--- src/rtl/uart_rx_fifo.sv ---
// uart_rx_fifo: oversampling UART receiver with 3-sample majority vote,
// per-frame parity/framing/break status and a valid/ready receive FIFO.
//
// state    | meaning
// ---------+-----------------------------------------------------------
// IDLE     | hunting for a start edge on the synchronised line
// START    | confirming the start bit; a high vote is a false start
// DATA     | shifting in len data bits, LSB first
// PARITY   | checking the optional parity bit
// STOP1    | first stop bit; single-stop frames and breaks push here
// STOP2    | second stop bit; two-stop frames push here
// BRK_WAIT | break received, waiting for the line to return high
module uart_rx_fifo #(
    parameter int OSR        = 16,
    parameter int MAX_W      = 9,
    parameter int FIFO_DEPTH = 4
) (
    input  logic                                i_rx_clk,
    input  logic                                rst,
    input  logic                                i_rx,
    input  logic                                i_rx_en,
    input  logic [3:0]                          i_len,
    input  logic                                i_parity_en,
    input  logic                                i_parity_ty,
    input  logic                                i_stop2,
    output logic [MAX_W-1:0]                    o_data,
    output logic                                o_perr,
    output logic                                o_ferr,
    output logic                                o_brk,
    output logic                                o_valid,
    input  logic                                i_ready,
    output logic                                o_overrun,
    input  logic                                i_clr_ovr,
    output logic [$clog2(FIFO_DEPTH+1)-1:0]     o_count,
    output logic                                o_busy
);

    localparam int CW = $clog2(OSR);
    localparam int AW = $clog2(FIFO_DEPTH);
    localparam int NW = $clog2(FIFO_DEPTH + 1);
    localparam int EW = MAX_W + 3;

    localparam logic [CW-1:0] C_S0  = CW'(OSR / 2 - 1);
    localparam logic [CW-1:0] C_S1  = CW'(OSR / 2);
    localparam logic [CW-1:0] C_V   = CW'(OSR / 2 + 1);
    localparam logic [CW-1:0] C_END = CW'(OSR - 1);

    typedef enum logic [2:0] {
        IDLE,
        START,
        DATA,
        PARITY,
        STOP1,
        STOP2,
        BRK_WAIT
    } state_t;

    state_t            state;
    logic              rx_meta;
    logic              rx_s;
    logic [CW-1:0]     cnt;
    logic [3:0]        bit_cnt;
    logic [3:0]        len_r;
    logic              par_en_r;
    logic              par_ty_r;
    logic              stop2_r;
    logic [MAX_W-1:0]  data_r;
    logic              perr_r;
    logic              ferr_r;
    logic              par_bit_r;
    logic              s0;
    logic              s1;
    logic              busy_r;

    logic [3:0]        len_eff;
    logic              vote;
    logic              at_vote;
    logic              brk_det;
    logic              push;
    logic              push_ferr;
    logic [EW-1:0]     push_entry;

    logic [EW-1:0]     mem [FIFO_DEPTH];
    logic [AW-1:0]     rd_ptr;
    logic [AW-1:0]     wr_ptr;
    logic [NW-1:0]     count;
    logic              ovr_r;
    logic              full;
    logic              pop;
    logic              push_ok;

    // Two-flop synchroniser; resets to the idle (high) line level
    always_ff @(posedge i_rx_clk or posedge rst) begin
        if (rst) begin
            rx_meta <= 1'b1;
            rx_s    <= 1'b1;
        end else begin
            rx_meta <= i_rx;
            rx_s    <= rx_meta;
        end
    end

    // Clamp the requested word length into 5..MAX_W
    always_comb begin
        len_eff = i_len;
        if (i_len < 4'd5)
            len_eff = 4'd5;
        else if (i_len > 4'(MAX_W))
            len_eff = 4'(MAX_W);
    end

    // Majority vote and frame-push decision at the vote tick
    always_comb begin
        vote      = (s0 & s1) | (s0 & rx_s) | (s1 & rx_s);
        at_vote   = (cnt == C_V);
        brk_det   = (state == STOP1) && at_vote && !vote && (data_r == '0)
                    && (!par_en_r || !par_bit_r);
        push      = at_vote && (((state == STOP1) && (!stop2_r || brk_det))
                                || (state == STOP2));
        push_ferr = brk_det | !vote | ((state == STOP2) & ferr_r);
        if (brk_det)
            push_entry = {3'b110, {MAX_W{1'b0}}};
        else
            push_entry = {1'b0, push_ferr, perr_r, data_r};
    end

    // Receive FSM: bit timing, sampling, data assembly and status
    always_ff @(posedge i_rx_clk or posedge rst) begin
        if (rst) begin
            state     <= IDLE;
            cnt       <= '0;
            bit_cnt   <= '0;
            len_r     <= 4'd8;
            par_en_r  <= 1'b0;
            par_ty_r  <= 1'b0;
            stop2_r   <= 1'b0;
            data_r    <= '0;
            perr_r    <= 1'b0;
            ferr_r    <= 1'b0;
            par_bit_r <= 1'b0;
            s0        <= 1'b1;
            s1        <= 1'b1;
            busy_r    <= 1'b0;
        end else begin
            busy_r <= (state != IDLE);
            if (state != IDLE && state != BRK_WAIT) begin
                cnt <= (cnt == C_END) ? '0 : cnt + 1'b1;
                if (cnt == C_S0)
                    s0 <= rx_s;
                if (cnt == C_S1)
                    s1 <= rx_s;
            end
            case (state)
                IDLE: begin
                    if (i_rx_en && !rx_s) begin
                        state     <= START;
                        cnt       <= '0;
                        bit_cnt   <= '0;
                        len_r     <= len_eff;
                        par_en_r  <= i_parity_en;
                        par_ty_r  <= i_parity_ty;
                        stop2_r   <= i_stop2;
                        data_r    <= '0;
                        perr_r    <= 1'b0;
                        ferr_r    <= 1'b0;
                        par_bit_r <= 1'b0;
                    end
                end
                START: begin
                    if (at_vote && vote)
                        state <= IDLE;
                    else if (cnt == C_END)
                        state <= DATA;
                end
                DATA: begin
                    if (at_vote)
                        data_r <= data_r | (MAX_W'(vote) << bit_cnt);
                    if (cnt == C_END) begin
                        if (bit_cnt == len_r - 4'd1)
                            state <= par_en_r ? PARITY : STOP1;
                        else
                            bit_cnt <= bit_cnt + 4'd1;
                    end
                end
                PARITY: begin
                    if (at_vote) begin
                        par_bit_r <= vote;
                        perr_r    <= (vote != (par_ty_r ? ^data_r : ~^data_r));
                    end
                    if (cnt == C_END)
                        state <= STOP1;
                end
                STOP1: begin
                    if (at_vote) begin
                        ferr_r <= !vote;
                        if (brk_det)
                            state <= BRK_WAIT;
                        else if (!stop2_r)
                            state <= IDLE;
                    end else if (cnt == C_END) begin
                        state <= STOP2;
                    end
                end
                STOP2: begin
                    if (at_vote)
                        state <= IDLE;
                end
                BRK_WAIT: begin
                    if (rx_s)
                        state <= IDLE;
                end
                default: state <= IDLE;
            endcase
        end
    end

    // FIFO handshake; a full FIFO still accepts a push when popped in the same cycle
    always_comb begin
        full    = (count == NW'(FIFO_DEPTH));
        pop     = (count != '0) && i_ready;
        push_ok = push && (!full || pop);
    end

    // FIFO storage, pointers, occupancy and sticky overrun
    always_ff @(posedge i_rx_clk or posedge rst) begin
        if (rst) begin
            for (int i = 0; i < FIFO_DEPTH; i++)
                mem[i] <= '0;
            rd_ptr <= '0;
            wr_ptr <= '0;
            count  <= '0;
            ovr_r  <= 1'b0;
        end else begin
            if (push_ok) begin
                mem[wr_ptr] <= push_entry;
                wr_ptr      <= wr_ptr + 1'b1;
            end
            if (pop)
                rd_ptr <= rd_ptr + 1'b1;
            if (push_ok && !pop)
                count <= count + 1'b1;
            else if (pop && !push_ok)
                count <= count - 1'b1;
            if (push && !push_ok)
                ovr_r <= 1'b1;
            else if (i_clr_ovr)
                ovr_r <= 1'b0;
        end
    end

    // Head entry is presented only while the FIFO holds data
    always_comb begin
        o_valid = (count != '0);
        if (o_valid)
            {o_brk, o_ferr, o_perr, o_data} = mem[rd_ptr];
        else
            {o_brk, o_ferr, o_perr, o_data} = '0;
        o_count   = count;
        o_overrun = ovr_r;
        o_busy    = busy_r;
    end

endmodule

--- config.mk ---
export PLATFORM = sky130hd
export DESIGN_NAME = uart_rx_fifo
export DESIGN_NICKNAME = d
export VERILOG_FILES = /design/src/rtl/uart_rx_fifo.sv
export SDC_FILE = /design/constraint.sdc
export NUM_CORES = 1
export LEC_CHECK = 0
export CAP_MARGIN = 20
export CORE_ASPECT_RATIO = 1.2
export CORE_MARGIN = 4
export CORE_UTILIZATION = 50
export CTS_CLUSTER_SIZE = 16
export DETAILED_ROUTE_END_ITERATION = 7
export PLACE_DENSITY = 0.75
export SLEW_MARGIN = 40
export SYNTH_ARGS = -nofsm -noshare
export SYNTH_HDL_FRONTEND = slang
export SYNTH_SLANG_ARGS = --single-unit
export TNS_END_PERCENT = 5
--- constraint.sdc ---
create_clock -name i_rx_clk -period 5.3 [get_ports i_rx_clk]
set_clock_uncertainty 0.2 [all_clocks]
set_input_delay 0.53 -clock i_rx_clk [delete_from_list [all_inputs] [get_ports i_rx_clk]]
set_output_delay 0.53 -clock i_rx_clk [all_outputs]
set_load 0.05 [all_outputs]
* After elaboration in Yosys (flattened, before gate mapping)
Index checks and enable logic that the tools add are counted.
** Cells by class
- $add $sub $neg :: 7
- $lt $le $gt $ge :: 5
- Eq/ne operators :: 27
- Shifts and indexed selects :: 1
- Mux-type cells :: 50
- Bitwise operators :: 11
- Reduce and logical (&&, ||, !) cells :: 46
** Operators by type and width (number)
- bitwise mux 48 bit :: 1
- 2-to-1 mux 12 bit :: 4
- 2-to-1 mux 3 bit :: 15
- 2-to-1 mux 4 bit :: 9
- 2-to-1 mux 9 bit :: 3
- binary-select mux 12 bit (select 2 bit) :: 1
- demux 12 bit (select 2 bit) :: 1
- case mux 3 bit (7 select lines) :: 1
- inequality test 2 bit, second input constant :: 10
- case mux 9 bit (2 select lines) :: 1
- logical AND 1 bit :: 15
- equality test 3 bit, second input constant :: 4
- equality test 4 bit, second input constant :: 3
- 2-to-1 mux 1 bit :: 10
- nonzero test 2 bit :: 5
- zero test 9 bit :: 1
- OR 9 bit :: 1
- AND reduction 3 bit :: 3
- AND reduction 9 bit :: 1
- XNOR reduction 9 bit :: 1
- XOR reduction 9 bit :: 1
- left shift 1 x 4 -> 9 bit :: 1
- adder 4 x 1 -> 4 bit, second input constant :: 2
- zero test 1 bit :: 8
- other kinds (26) :: 45
** Storage, ports and cells
- Flip-flop bits (word level) :: 91
- Bits of input ports :: 13
- Output and inout bits :: 18
- Logic and storage cells :: 171

* Depth between registers and ports, before layout
Gate-level depths: netlist of run 1.
- Depth in word-level cells :: 16
- Depth in mapped cells :: 11
- Mapped depth without buffers :: 11

* Worst setup path after synthesis of run 1
No wires, ideal clock.
- Kind :: register to output
- Start :: register count[0] (netlist: o_count[0])
- End :: output port o_brk
- Arrival time :: 2.040 ns
- Data required time :: 4.570 ns
- Setup slack :: 2.530 ns
- Stages on the path, launching flop included :: 4
- Buffers on the path :: 1
- Cell sequence :: dfrtp_1 > or3_1 > clkbuf_1 > and2_1
** Between the ends
- Cells in the longest elaborated chain, start to end :: 2
** RTL lines
- from (decl) :: line 86 : logic [NW-1:0] count;
- from (signal assigned) :: line 241 : count <= count + 1'b1;
- from (signal assigned) :: line 243 : count <= count - 1'b1;
- nonzero test 3 bit :: line 253 : o_valid = (count != '0);
- via o_valid :: line 30 : output logic o_valid,
- 2-to-1 mux 1 bit :: line 254 : if (o_valid)
- to (decl) :: line 29 : output logic o_brk,
The timed path passes the listed nets, and every way through them passes these cells.

* Worst setup path in the final report of run 1
- Start :: register rd_ptr[0]
- End :: output port o_perr
** Between the ends
- Cells in the longest elaborated chain, start to end :: 5
** RTL lines
- from (decl) :: line 84 : logic [AW-1:0] rd_ptr;
- from (signal assigned) :: line 239 : rd_ptr <= rd_ptr + 1'b1;
- NOT 2 -> 3 bit (not written as such) :: line 255 : {o_brk, o_ferr, o_perr, o_data} = mem[rd_ptr];
- binary-select mux 12 bit (select 2 bit) :: line 255
- 2-to-1 mux 12 bit (not written as such) (2 in series) :: line 255
- 2-to-1 mux 1 bit :: line 254
- to (decl) :: line 27 : output logic o_perr,
Every way passes these cells. The select of a mux whose other input is x is not followed.

==> reports/metrics.cfg, run 1 <==
[outcome]
status=finished, final reports clean

[clock_tree]
clk-insertion-delay-late_ns=0.34
post-cts-setup-buffers=0
clock-sinks=91
post_cts_resized=0
cts.htree.levels=3
cts.path.max_buffers=2
clk_pin_slew_worst_paths_ns=0.06
tritoncts=built
ctsHoldBuffers=0
cts_buffers=9
clockRootBuffer=clkbuf_16

[global_route]
grt_max_degree=50
first_global_vias=3202
antenna_found_initial=0
grt_pass1_wl_mm=15.81
grtUsageTotal_pct=17.48
overflow=0

[power]
peakVddDrop_uv=221.9
p_leak_nw=2.406
powerDensity_nw_per_um2=465.7

[detailed_routing]
ant_nets=0
vias_per_cell=5.480
drc=0
vias=2992
routedWlPerCell_um=16.42
drt-initial-drc-count=99
routed_wl_mm=8.964
first_pass_iters=4

[final_layout]
fin_cells=546
nets=447
area_delta_synth_final_pct=12.67
layout-drive-gt1-share_pct=24.11
diodes=0

[synth]
netlist_area_um2=4850
yosys.cell_types.count=51
synth.avg_cell_area_um2=12.28
synth_cells=395
synth_edf_count=0
yosysSeqAreaShare_pct=47.08
yosysWarnings=0
synth_fp_nets=423
synth_flop_cell=dfrtp_1
synthArstFlopShare_pct=100.0
synth_seq_cells=91

[placement]
place_congestion=0.8266
portBuffers=30
hpwl_mm=6.329
dp_cells=531

[worst_setup_path]
start_kind=flop
cp.arrival_ns=2.43
path_class=reg2out
crit_chain=mux4_2, and2_1, clkdlybuf4s50_1
slowest_delay_ns=0.69
slowest_stage=clkdlybuf4s50_1
worst-path-max-fanout=14
cp-end-kind=output port
cp.required_ns=4.57

[die]
core_area_um2=9515
ios=31
row_count=39
die-height_um=115.9
start_util_pct=50.97
die_width_um=97.91
die_area_um2=11350

[timing]
maxSlewViolCount=0
post-route-period-util_pct=59.65
rsz0062_at_grt=no
fmax_mhz=316.3
maxSlewHeadroom_pct=47.71
finalHoldViolCount=0
final.min_clock_period_ns=3.161
worst_pin_slew_ns=0.7835
setup_tns_ns=0
setup_viol=0

[worst_hold_path]
hp-class=reg2reg

[flow_run]
max_cap_viol_count=0

synth_stat cells (2+ instances only):
cell type	number	area [µm²]
clkbuf_1	10	37.54
nor3b_1	4	30.03
dfstp_2	5	131.4
mux2_4	40	600.6
nand2_1	26	97.59
inv_1	23	86.33
a211oi_1	3	22.52
nor2b_1	2	12.51
ha_1	14	175.2
xor2_1	5	43.79
nand2b_1	4	25.02
mux2_2	13	146.4
nor4_1	2	12.51
o2111ai_1	2	17.52
mux4_2	12	270.3
a21oi_1	14	70.07
o311ai_0	3	26.28
a211oi_2	2	25.02
and2_1	13	81.33
a31oi_1	3	18.77
or2_2	3	18.77
xnor2_1	12	105.1
nand3_1	11	55.05
buf_2	3	15.01
nor3_1	4	20.02
dfrtp_1	86	2152
nor2_1	27	101.4
buf_12	4	80.08
and2_4	4	35.03
or3_1	3	18.77
o21ai_0	16	80.08
o31ai_1	2	15.01
nand4_1	2	12.51
critical path: cells and delay by family, from the launching register on:
family | cells | cell delay, ns
buffers and inverters | 1 | 0.69
DFF | 1 | 0.66
muxes | 1 | 0.57
and+or+nand+nor | 1 | 0.17
per-stage QoR:
step / total power (W) / setup slack [ns] / hold slack [ns] / utilization (%) / instance area (µm²)
after floorplan: 0.001749 / 2.215 / 0.1452 / - / 4850
after global placement: 0.001917 / 2.233 / 0.1474 / 54.40 / 5176
after detailed placement: 0.001954 / 2.187 / 0.1470 / 54.42 / 5179
after CTS: 0.002565 / 1.811 / 0.1563 / 57.37 / 5459
after global routing: 0.002726 / 1.982 / 0.1608 / 57.42 / 5464
final: 0.002545 / 2.139 / 0.1555 / 57.42 / 5464
layout make-up:
type / instances / area [µm²]
Fill cell: 805 / 4051
Multi-Input combinational cell: 263 / 2349
Sequential cell: 91 / 2285
Timing Repair Buffer: 31 / 307.8
Clock buffer: 12 / 256.5
Tap cell: 123 / 153.9
Inverter: 23 / 88.84
Clock inverter: 3 / 23.77
kinds of logic (layout without fill, tap and decap cells):
kind of cell / count (synthesis) / in the layout / share of synthesized area (%)
compound gates: 50 / 50 / 6.915
xor+xnor: 18 / 18 / 3.534
fa+ha+maj: 16 / 16 / 4.257
buf+inv: 41 / 69 / 4.592
flops: 91 / 91 / 47.08
mux: 66 / 66 / 21.18
simple gates: 113 / 113 / 12.44
report_power, final:
group | leakage, nW | internal [W] | switching [W] | total [W]
registers | 1.21 | 0.000843 | 0.000197 | 0.00104
logic | 1.07 | 0.000412 | 0.000491 | 0.000903
clock network | 0.131 | 0.000342 | 0.000260 | 0.000602
final timing paths:
kind	slack (ns)	startpoint	endpoint	depth (start not counted)
min	0.16	rx_meta	rx_s	0
min reg2reg	0.16	rx_meta	rx_s	0
max in group asynchronous	3.48	rst	rd_ptr[0]	3
min in group asynchronous	0.39	rst	len_r[0]	2
max	2.14	rd_ptr[0]	o_perr	3
max reg2reg	2.21	cnt[1]	o_count[2]	11
state kept, by name (all words and copies together), names as in the netlist, 2 cells and up:
register and cells:
rd_ptr 2, wr_ptr 2, state 3, len_r 4, cnt 4, data_r 9, o_count 3, bit_cnt 4
mem 48
metal layers:
| layer | track usage [%] | wire length, µm |
|---|---|---|
| met1 | 22.10 | 3969 |
| met2 | 29.97 | 4527 |
| met3 | 3.191 | 323 |
| met4 | 6.925 | 143 |
| met5 | 0 | 0 |
cell usage in the layout (no fill, tap or decap), types with 3 or more instances in the layout:
| cell type | count |
|---|---|
| mux2_4 | 40 |
| mux2_2 | 13 |
| xor2_1 | 5 |
| mux4_2 | 12 |
| ha_1 | 14 |
| dfstp_2 | 5 |
| o21ai_0 | 16 |
| a211oi_1 | 3 |
| nor3b_1 | 4 |
| nand2b_1 | 4 |
| nor2_1 | 25 |
| clkbuf_16 | 9 |
| dfrtp_1 | 85 |
| nor3_1 | 4 |
| a21oi_1 | 14 |
| or3_1 | 3 |
| a31oi_1 | 3 |
| xnor2_1 | 12 |
| clkdlybuf4s50_1 | 30 |
| nand3_1 | 11 |
| and2_1 | 13 |
| nand2_1 | 26 |
| inv_1 | 22 |
| or2_2 | 3 |
| and2_4 | 4 |
Note: power is estimated with default switching activity, not from simulation.
==> inputs of run 2 (changes only) <==
Settings changed: PLACE_DENSITY 0.75 to 0.78.
Clock period 5.3 ns to 2.6 ns, I/O delays scaled along.
==> reports/metrics.cfg, run 2 (same netlist as run 1, synthesis figures left out) <==
[clock_tree]
cts.htree.levels=3
cts_buffers=9
tritoncts=built
clk_pin_slew_worst_paths_ns=0.07
clk-insertion-delay-late_ns=0.35
ctsHoldBuffers=0
clockRootBuffer=clkbuf_16
clock-sinks=91
cts.path.max_buffers=2

[worst_setup_path]
worst-path-max-fanout=2
cp.arrival_ns=2.62
rr_startpoint=data_r[2]
path_class=reg2reg
crit_chain=inv_1, ha_1, and4b_2, nand4b_4, a311oi_4, ha_2, inv_1, fa_2, xor2_1, nor2_1, xor2_1
slowest_stage=dfrtp_1
cp.required_ns=2.67
cp-end-kind=flop
cp_top_family=adder cells
slowest_delay_ns=0.39
start_kind=flop
r2r_slack_ns=0.05
critPathBufInv=2
r2r_cells=11
r2r-end=o_count[2]

[global_route]
grt_pass1_wl_mm=16.61
overflow=0
grtUsageTotal_pct=18.54
grt_max_degree=72
first_global_vias=3346
antenna_found_initial=0

[final_layout]
layout-drive-gt1-share_pct=32.59
diodes=0
nets=474
area_delta_synth_final_pct=18.11
regMostFlops=mem
layout_common_cells=dfrtp_1, mux2_4, buf_4
fin_cells=574
largest_reg_flops=48
layout_commonest_cell=dfrtp_1
reg_top3=mem x48, data_r x9

[placement]
place_congestion=0.8393
dp_cells=557
portBuffers=30
hpwl_mm=6.916

[die]
die_area_um2=11350
core_area_um2=9515
start_util_pct=50.97
ios=31
die_width_um=97.91
row_count=39
die-height_um=115.9

[outcome]
status=finished, final reports clean

[power]
seqPwrFrac_pct=35.9
swShare_pct=36.16
peakVddDrop_uv=647.9
powerDensity_nw_per_um2=1010
p_leak_nw=2.608
p_comb_share_pct=37.3
clkPwrFrac_pct=26.8
switchingPower_w=0.002092
intPower_w=0.003694

[detailed_routing]
first_pass_iters=5
routedWlPerCell_um=17.15
vias_per_cell=5.526
ant_nets=0
routed_wl_mm=9.846
met1_length_mm=4.186
met2_length_mm=5.136
drc=0
vias=3172
drt-initial-drc-count=109
dr.max_layer_used=met4
met3_length_um=383

[timing]
maxSlewHeadroom_pct=56.72
setup_tns_ns=0
post-route-period-util_pct=98.15
rsz0062_at_grt=yes
finalHoldViolCount=0
maxSlewViolCount=0
setup_viol=0
holdWs_ns=0.09112
fmax_mhz=391.9
worst_pin_slew_ns=0.6492
final.min_clock_period_ns=2.552

[flow_run]
max_cap_viol_count=0

[worst_hold_path]
hp-class=in2async

## run 2: changes by cell type in the layout (fill, tap and decap cells not counted), moves of 2 or more
cell,before,now
inv_1,22,18
nor2_2,2,0
nor2_1,25,27
bufinv_16,0,3
buf_4,1,39
inv_6,0,2
inv_2,0,4
clkdlybuf4s50_1,30,18
## run 2: area by class of cell
cell class,instances,area (µm²)
inverters,23,90.09
flip-flops and latches,91,2283
well taps,123,153.9
repair buffers,58,493.0
clock inverters,6,118.9
clock buffers,10,239.0
multi-input cells,263,2350
fillers,738,3787
## run 2: timing repair
| item | 4_1_cts | 5_1_grt |
|---|---|---|
| gates resized for setup | 3 | 4 |
| setup endpoints to repair | 2 | 2 |
| pin swaps | 5 | 2 |
| setup buffers | 1 | 0 |
| hold endpoints to repair | 0 | 0 |
## run 2: metrics by stage
step	utilization [%]	worst slack, ns	cell area [µm²]	power, W
6_report	60.20	0.04818	5728	0.005786
5_1_grt	60.20	-0.1028	5728	0.006125
2_1_floorplan	-	-0.08825	4853	0.003567
3_3_place_gp	56.29	0.01443	5356	0.004127
3_5_place_dp	56.29	-0.04899	5356	0.004221
4_1_cts	60.20	0.01199	5728	0.005820
## run 2: per-layer routing
layer | GRT usage, % | vias to the layer above
li1 | - | 1488
met3 | 4.816 | 11
met5 | 0 | -
met4 | 4.986 | 0
met1 | 22.51 | 1604
met2 | 32.92 | 69
## run 2: power by group through the flow
stage	Sequential, W	Combinational (W)	Clock, W
4_1_cts	0.00207	0.00218	0.00157
2_1_floorplan	0.00205	0.00152	0
6_report	0.00208	0.00216	0.00155
3_5_place_dp	0.00209	0.00213	0
5_1_grt	0.00213	0.00236	0.00163
3_3_place_gp	0.00207	0.00205	0
## run 2: worst max-delay path by stage
stage / start / endpoint / slack (ns) / depth (start not counted)
after global placement: data_r[0] / o_count[2] / 0.01 / 11
final: data_r[2] / o_count[2] / 0.05 / 11
after CTS: data_r[2] / o_count[2] / 0.01 / 11
after global routing: data_r[2] / o_count[2] / -0.10 / 11
after detailed placement: data_r[1] / o_count[2] / -0.05 / 11
after floorplan: rx_s / o_count[2] / -0.09 / 9
